--- src/rtl/stopwatch_counter.sv ---
// Centisecond stopwatch datapath: prescaler plus cascaded BCD MM:SS.cc count, driven by a 2-bit mode code.
// Optional lap/split display snapshot when STOPWATCH_LAP_EN is defined.
module stopwatch_counter #(
    parameter int CLK_FREQ_HZ = 100000000,
    parameter int TICK_HZ     = 100,
    parameter int PRE_W       = 20
) (
    input  logic       clk,
    input  logic       reset,
    input  logic [1:0] en,
`ifdef STOPWATCH_LAP_EN
    input  logic       lap,
`endif
    output logic [3:0] cs_ones,
    output logic [3:0] cs_tens,
    output logic [3:0] s_ones,
    output logic [3:0] s_tens,
    output logic [3:0] m_ones,
    output logic [3:0] m_tens,
    output logic       tick,
    output logic       running,
    output logic       overflow
`ifdef STOPWATCH_LAP_EN
    ,
    output logic       lap_hold
`endif
);

    localparam int               DIV      = CLK_FREQ_HZ / TICK_HZ;
    localparam logic [PRE_W-1:0] PRE_LAST = PRE_W'(DIV - 1);
    // Wrap value per digit, least significant (cs_ones) in the low nibble.
    localparam logic [23:0]      DIGIT_MAX = {4'd5, 4'd9, 4'd5, 4'd9, 4'd9, 4'd9};

    typedef enum logic [1:0] {
        MODE_CLEAR = 2'd0,
        MODE_RUN   = 2'd1,
        MODE_HOLD  = 2'd2
    } mode_t;

    mode_t            mode;
    logic [PRE_W-1:0] pre;
    logic [23:0]      live;
    logic [24:0]      live_inc;
    logic [23:0]      disp;

    // Returns {rollover_carry, next_digits}.
    function automatic logic [24:0] bcd_inc(input logic [23:0] d);
        logic [23:0] n;
        logic        c;
        n = d;
        c = 1'b1;
        for (int i = 0; i < 6; i++) begin
            if (c) begin
                if (d[i*4 +: 4] == DIGIT_MAX[i*4 +: 4]) begin
                    n[i*4 +: 4] = 4'd0;
                end else begin
                    n[i*4 +: 4] = d[i*4 +: 4] + 4'd1;
                    c = 1'b0;
                end
            end
        end
        return {c, n};
    endfunction

    assign live_inc = bcd_inc(live);
    assign running  = (mode == MODE_RUN);

`ifdef STOPWATCH_LAP_EN
    logic        lap_q;
    logic [23:0] snap;
`endif

    always_ff @(posedge clk or negedge reset) begin
        if (!reset) begin
            mode     <= MODE_CLEAR;
            pre      <= '0;
            live     <= '0;
            tick     <= 1'b0;
            overflow <= 1'b0;
`ifdef STOPWATCH_LAP_EN
            lap_q    <= 1'b0;
            lap_hold <= 1'b0;
            snap     <= '0;
`endif
        end else begin
            tick <= 1'b0;
`ifdef STOPWATCH_LAP_EN
            lap_q <= lap;
`endif
            case (en)
                2'b00: begin
                    mode     <= MODE_CLEAR;
                    pre      <= '0;
                    live     <= '0;
                    overflow <= 1'b0;
`ifdef STOPWATCH_LAP_EN
                    lap_hold <= 1'b0;
                    snap     <= '0;
`endif
                end
                2'b01: begin
                    mode <= MODE_RUN;
                    if (pre == PRE_LAST) begin
                        pre  <= '0;
                        live <= live_inc[23:0];
                        tick <= 1'b1;
                        if (live_inc[24]) overflow <= 1'b1;
                    end else begin
                        pre <= pre + 1'b1;
                    end
`ifdef STOPWATCH_LAP_EN
                    // Snapshot takes the pre-edge live value, i.e. what the display shows now.
                    if (lap && !lap_q) begin
                        if (lap_hold) begin
                            lap_hold <= 1'b0;
                        end else begin
                            snap     <= live;
                            lap_hold <= 1'b1;
                        end
                    end
`endif
                end
                default: mode <= MODE_HOLD;
            endcase
        end
    end

`ifdef STOPWATCH_LAP_EN
    assign disp = lap_hold ? snap : live;
`else
    assign disp = live;
`endif

    assign {m_tens, m_ones, s_tens, s_ones, cs_tens, cs_ones} = disp;

endmodule

--- config.mk ---
export PLATFORM = sky130hd
export DESIGN_NAME = stopwatch_counter
export DESIGN_NICKNAME = d
export VERILOG_FILES = /design/src/rtl/stopwatch_counter.sv
export SDC_FILE = /design/constraint.sdc
export NUM_CORES = 1
export LEC_CHECK = 0
export ABC_AREA = 1
export CORE_UTILIZATION = 50
export DETAILED_ROUTE_END_ITERATION = 8
export GPL_TIMING_DRIVEN = 1
export PLACE_DENSITY = 0.72
export SKIP_LAST_GASP = 1
export SYNTH_ARGS = -nofsm -noshare
export SYNTH_HDL_FRONTEND = slang
export SYNTH_SLANG_ARGS = --single-unit
--- constraint.sdc ---
create_clock -name clk -period 3.66 [get_ports clk]
set_clock_uncertainty 0.2 [all_clocks]
set_input_delay 0.549 -clock clk [delete_from_list [all_inputs] [get_ports clk]]
set_output_delay 0.549 -clock clk [all_outputs]
set_load 0.03 [all_outputs]
==> results by group, run 1 <==
Detailed routing
  • Via density: 5.15
  • Pre-Repair DR Iteration Count: 4
  • Total wire length: 6150 um
  • Number of routed nets with antenna violations: 0
  • Avg WL per Cell: 12.7 um
  • DR vias: 2496
  • Initial DRC count: 125
  • DRC errors left: 0

Yosys
  • Unique masters post-synth: 34
  • Synth Warn #: 0
  • #FFs+latches synth: 48
  • Syn Std Cell Area: 2970 um2
  • Largest area contributor in the netlist: dfrtp_1
  • Sequential cell area fraction in the yosys report: 40.4%
  • Mean post-synth cell area: ~7.8 um2
  • Mapped Nets: 398
  • Top area cells in the synthesized netlist: dfrtp_1 40%, nand2_1 13%, nor2_1 6.9%
  • Share of the synthesized area in the top cell type: between 40% and 50%
  • Post-Synthesis Cells: between 300 and 400

Critical path
  • Worst Path Max Fanout: 28
  • Crit path kind: in -> reg
  • Critical Path End Type: register
  • Beginning of the critical path: en[1]
  • Critical R2R Launch: pre[0]
  • CP Launch Type: input pin
  • Data arrival, critical path: 2.28 ns
  • Worst Path Required: between 3 and 4 ns

STA
  • Hold Fails Final Rpt: 0
  • Slew HR: 28.2%
  • Unrepaired setup endpoints after global routing: no
  • Final Slew Violations: 0
  • Setup-failing EPs final: 0
  • Slew @ Worst Pin: roughly 1.1 ns
  • Period utilisation layout: approximately 62%
  • Setup_tns: 0 ns
  • Fmax: 0.438 GHz
  • Post-layout min period: about 2.3 ns

Clock network
  • Post_cts resized: 0
  • Clock sinks: 48
  • Skew-Pair Late Insertion Delay: just over 0.3 ns
  • Hold buffer count at CTS: 0
  • Clk root buf: clkbuf_8
  • Setup Fix Bufs, Post-CTS: 0
  • Clk slew on worst S/H paths: approximately 0.1 ns
  • CTS tree: yes
  • CTS H-tree lvls: 2
  • CTS buffer count: 5
  • Clock buffer depth: 2

Die
  • Initial Util: a little over half
  • Core ar.: 5610 um2
  • Die width: 79.1 um
  • FP Rows: 27
  • Die H: around 79 um
  • I/O Pins: 31
  • Die ar.: roughly 6300 um2

Cells and area
  • Multi-input gate area: 1570 um2
  • N_diodes: 0
  • Fill cell count: 544
  • Non-Filler Instances: 485
  • Nets: approximately 430
  • Util after Layout: just over 60%
  • Register area: 1200 um2
  • Fraction of layout cells with a size suffix above 1: 10.2%
  • Most frequent cells in the layout: 100 x nand2_1, 55 x nor2_1, 48 x dfrtp_1
  • Synth-to-layout area growth: 14.1%
  • Most common cell after layout, fill and taps aside: nand2_1

Job
  • Max-Cap Viols: 0

Place
  • Placed Instances: 477
  • Routability-driven placement congestion ratio: 0.793
  • Post-DP HPWL: 4420 um
  • IO buf count: 30

Power and ir drop
  • Leakage power: 0.00158 uW
  • Share of power burned in combinational logic: between 10% and 20%
  • Peak supply drop: 0.170 mV
  • Register share of total power: 54.1%
  • Clock share of power: 30.6%
  • Sw Share: 30.3%
  • Sw Pwr: 323 uW
  • Int Pwr: around 740 uW
  • PD cells: 314 nW/um2

Worst hold path
  • Hold Path Class: in -> async

Global route
  • Largest net degree at the start of global routing: 49
  • Initial antenna violation count: 0
  • Vias in the first global route: 2280
  • Gr usage total: 21.0%
  • First-pass GRT wire length: ~10000 um
  • Residual overflow from global routing: 0

Outcome
  • Status: finished clean
-- cells in the mapped netlist (all sizes together) --
| master | n |
|---|---|
| xor2 | 14 |
| buf | 5 |
| a21oi | 3 |
| nor3 | 8 |
| nand4 | 7 |
| nand2 | 111 |
| ha | 13 |
| o22ai | 3 |
| o21ai | 17 |
| dfrtp | 48 |
| inv | 38 |
| clkbuf | 2 |
| nor3b | 2 |
| and3 | 1 |
| a21boi | 1 |
| xnor2 | 4 |
| a31o | 1 |
| nor2 | 61 |
| nand3 | 42 |
-- per-layer routing --
metal / global-route usage [%] / up-vias / wire, um
li1: - / 1272 / -
met1: 28.4 / 1174 / 2980
met2: 34.8 / 44 / 2900
met3: 3.45 / 6 / 201
met4: 5.45 / 0 / 65
met5: 0 / - / 0
-- metrics by stage --
| step | setup slack, ns | area, um2 | power [uW] | hold slack, ns |
|---|---|---|---|---|
| global placement | 1.12 | 3310 | 750 | 0.302 |
| finish | 1.38 | 3390 | 1070 | 0.239 |
| floorplan | 1.77 | 2970 | 692 | 0.0534 |
| CTS | 1.37 | 3390 | 1080 | 0.275 |
| detailed placement | 1.06 | 3310 | 753 | 0.305 |
| global route | 1.22 | 3390 | 1110 | 0.334 |
-- registers in the layout, indices dropped and copies added, names as in the netlist --
name,cells
overflow,1
tick,1
disp,24
mode,2
pre,20
-- logic make-up after synthesis --
| group | after synthesis | synth area share [%] |
|---|---|---|
| simple gates | 232 | 36.4 |
| xor+xnor | 18 | 5.30 |
| fa+ha+maj | 13 | 5.47 |
| compound gates | 25 | 5.55 |
| flops | 48 | 40.4 |
| buf+inv | 45 | 6.86 |
-- path summary, 6_finish.rpt --
kind | slack (ns) | endpoint | depth (start not counted)
max | 1.38 | disp[17] | 8
min | 0.24 | pre[17] | 1
max reg2reg | 1.63 | pre[15] | 8
min reg2reg | 0.33 | pre[14] | 2
max in group asynchronous | 2.37 | disp[21] | 1
min in group clk | 0.33 | pre[14] | 2
-- power by group through the flow --
stage	sequential [uW]	combinational, uW	clock (uW)
floorplan	612	80.1	0
global placement	587	163	0
detailed placement	588	166	0
CTS	578	166	334
global route	582	182	349
finish	577	164	326
-- area by class of cell --
| cell class | count | area share, % |
|---|---|---|
| Timing Repair Buffer | 31 | 8.92 |
| Clock buffer | 6 | 2.14 |
| Tap cell | 72 | 2.65 |
| Clock inverter | 2 | 0.479 |
| Multi-Input combinational cell | 288 | 46.2 |
| Sequential cell | 48 | 35.4 |
| Inverter | 38 | 4.20 |
-- critical path, cell delays in order --
cell,delay (ns)
clkdlybuf4s50_1,0.40
buf_4,0.20
nor2_4,0.37
nand4_2,0.18
nand2_4,0.27
nand2_1,0.17
nand2_1,0.10
nand2_1,0.05
No activity file was read; power rests on OpenSTA's default activity.
==> inputs of run 2 (changes only) <==
==> constraint.sdc (replaced) <==
create_clock -name clk -period 2.25 [get_ports clk]
set_clock_uncertainty 0.2 [all_clocks]
set_input_delay 0.3375 -clock clk [delete_from_list [all_inputs] [get_ports clk]]
set_output_delay 0.3375 -clock clk [all_outputs]
set_load 0.03 [all_outputs]
==> run 2 against run 1 <==
Sequential power increased by 62%; critical path depth is 7 lower; worst setup slack lost 1.2 ns; sequential share of layout area decreased by 1.0 points; critical path type is now reg -> out; highest routed layer unchanged; global-route usage is 0.54 points higher; total power up 65%.
==> results by group, run 2 (synthesis gave the netlist of run 1 again) <==
Detailed routing
  • Initial DRC count: 206 (was 125)
  • Avg WL per Cell: 12.2 um (was 12.7 um)
  • DRC errors left: 0 (unchanged)
  • Via density: 5.01 (was 5.15)
  • Number of routed nets with antenna violations: 0 (unchanged)
  • DR vias: 2487 (was 2496)
  • Pre-Repair DR Iteration Count: 4 (unchanged)
  • Total wire length: 6040 um (was 6150 um)

Cells and area
  • Nets: 440 (was 429)
  • N_diodes: 0 (unchanged)
  • Most common cell after layout, fill and taps aside: nand2_1 (unchanged)
  • Fraction of layout cells with a size suffix above 1: 12.3% (was 10.2%)
  • Multi-input gate area: 1570 um2 (unchanged)
  • Synth-to-layout area growth: 17.6% (was 14.1%)
  • Register area: 1200 um2 (unchanged)
  • Util after Layout: 62.4% (was 60.5%)
  • Max reg flops: 24 (unchanged)
  • Fill cell count: 518 (was 544)
  • Most frequent cells in the layout: 100 x nand2_1, 55 x nor2_1, 48 x dfrtp_1 (unchanged)

Power and ir drop
  • Peak supply drop: 0.296 mV (was 0.170 mV)
  • Leakage power: 0.00164 uW (was 0.00158 uW)
  • Clock share of power: 30.4% (was 30.6%)
  • Int Pwr: 1250 uW (was 744 uW)
  • Register share of total power: 53.3% (was 54.1%)
  • Sw Pwr: 504 uW (was 323 uW)
  • PD cells: 503 nW/um2 (was 314 nW/um2)
  • Share of power burned in combinational logic: 16.3% (was 15.3%)
  • Pwr Total: 1760 uW (was 1070 uW)
  • Sw Share: 28.7% (was 30.3%)

STA
  • Slew HR: 61.2% (was 28.2%)
  • Setup_tns: 0 ns (unchanged)
  • Unrepaired setup endpoints after global routing: no (unchanged)
  • Slew @ Worst Pin: 0.582 ns (was 1.08 ns)
  • Setup-failing EPs final: 0 (unchanged)
  • Post-layout min period: 2.08 ns
  • Final setup margin: 0.170 ns (was 1.38 ns)
  • Final Slew Violations: 0 (unchanged)
  • Hold Fails Final Rpt: 0 (unchanged)
  • Hold Slack: 0.322 ns (was 0.239 ns)
  • Period utilisation layout: 92.4%
  • Fmax: 0.481 GHz

Clock network
  • CTS buffer count: 5 (unchanged)
  • Setup Fix Bufs, Post-CTS: 0 (unchanged)
  • Clk slew on worst S/H paths: 0.08 ns (was 0.10 ns)
  • CTS H-tree lvls: 2 (unchanged)
  • Clk root buf: clkbuf_8 (unchanged)
  • Clock sinks: 48 (unchanged)
  • CTS tree: yes (unchanged)
  • Skew-Pair Late Insertion Delay: 0.30 ns (was 0.31 ns)
  • Clock buffer depth: 2 (unchanged)

Place
  • Routability-driven placement congestion ratio: 0.875 (was 0.793)
  • Dpl ws: 0.111 ns (was 1.06 ns)
  • Post-DP HPWL: 4530 um (was 4420 um)
  • IO buf count: 30 (unchanged)

Die
  • Die H: 79.1 um (unchanged)
  • Die width: 79.1 um (unchanged)
  • FP Rows: 27 (unchanged)
  • Core ar.: 5610 um2 (unchanged)
  • I/O Pins: 31 (unchanged)
  • Initial Util: 53.0% (unchanged)
  • Die ar.: 6260 um2 (unchanged)

Global route
  • Vias in the first global route: 2297 (was 2280)
  • Residual overflow from global routing: 0 (unchanged)
  • First-pass GRT wire length: 10700 um (was 10300 um)
  • Largest net degree at the start of global routing: 26 (was 49)
  • Initial antenna violation count: 0 (unchanged)
  • Gr usage total: 21.5% (was 21.0%)

Critical path
  • CP top delay family: buffers and inverters (was simple AND/OR/NAND/NOR gates)
  • Beginning of the critical path: disp[10] (was en[1])
  • Worst Path Max Fanout: 6 (was 28)
  • Critical-path top delay cell: clkdlybuf4s50_1 (unchanged)
  • Critical Path End Type: output pin (was register)
  • Worst Path Buf+Inv: 1 (was 2)
  • Stages on worst setup path: 1 (was 8)
  • Worst Reg-to-Reg Cells: 9 (was 8)
  • CP cell instances: clkdlybuf4s50_1 (was clkdlybuf4s50_1, buf_4, nor2_4, nand4_2, nand2_4, nand2_1, nand2_1, nand2_1)
  • Crit path kind: reg -> out (was in -> reg)
  • Crit-path max cell delay: 0.74 ns (was 0.40 ns)
  • Critical R2R Launch: disp[1] (was pre[0])
  • Data arrival, critical path: 1.54 ns (was 2.28 ns)
  • Worst Path Required: 1.71 ns (was 3.66 ns)
  • CP Launch Type: register (was input pin)

Worst hold path
  • Hold Crit Depth: 2
  • Hold Path Class: reg -> reg (was in -> async)
  • Hold Startpoint: pre[19]

Job
  • Max-Cap Viols: 0 (unchanged)

Outcome
  • Status: finished clean (unchanged)
## run 2: cell count changes in the layout (fill, tap and decap cells not counted), sizes merged
cell	change
buf	+10
clkbuf	+1
clkinv	-1
dlygate4sd3	+1
## run 2: final timing paths
| path | end | slack, ns |
|---|---|---|
| worst max register to register | disp[18] | 0.25 |
| min in group asynchronous | pre[15] | 0.37 |
| worst min-delay path | pre[19] | 0.32 |
| max in group asynchronous | tick | 0.96 |
| worst min register to register | pre[19] | 0.32 |
| worst max-delay path | s_ones[2] | 0.17 |
## run 2: timing repair
| action | CTS | global route |
|---|---|---|
| gates resized for setup | 0 | 0 |
| hold endpoints to repair | 24 | 0 |
| hold buffers | 1 | 0 |
## run 2: area by class of cell
class	count	share of cell area, %
Clock buffer	7	2.47
Clock inverter	1	0.215
Inverter	38	4.08
Multi-Input combinational cell	288	44.9
Sequential cell	48	34.3
Tap cell	72	2.58
Timing Repair Buffer	42	11.4
## run 2: per-layer routing
metal,GRT usage (%),part of all wire (%),vias to the layer above
met5,0,0,-
met4,6.18,1.0,0
met3,3.79,3.8,6
met2,34.1,45,51
met1,30.1,50,1135
li1,-,-,1295
## run 2: power by group through the flow
stage,Clock [uW],Combinational (uW),Sequential [uW]
floorplan,0,130,995
global placement,0,282,954
detailed placement,0,288,954
CTS,552,290,938
global route,582,320,944
finish,535,286,937
## run 2: per-stage QoR
step | instance area [um2] | cells
floorplan | 2970 | 381
global placement | 3390 | 487
detailed placement | 3390 | 487
CTS | 3500 | 496
global route | 3500 | 496
finish | 3500 | 496
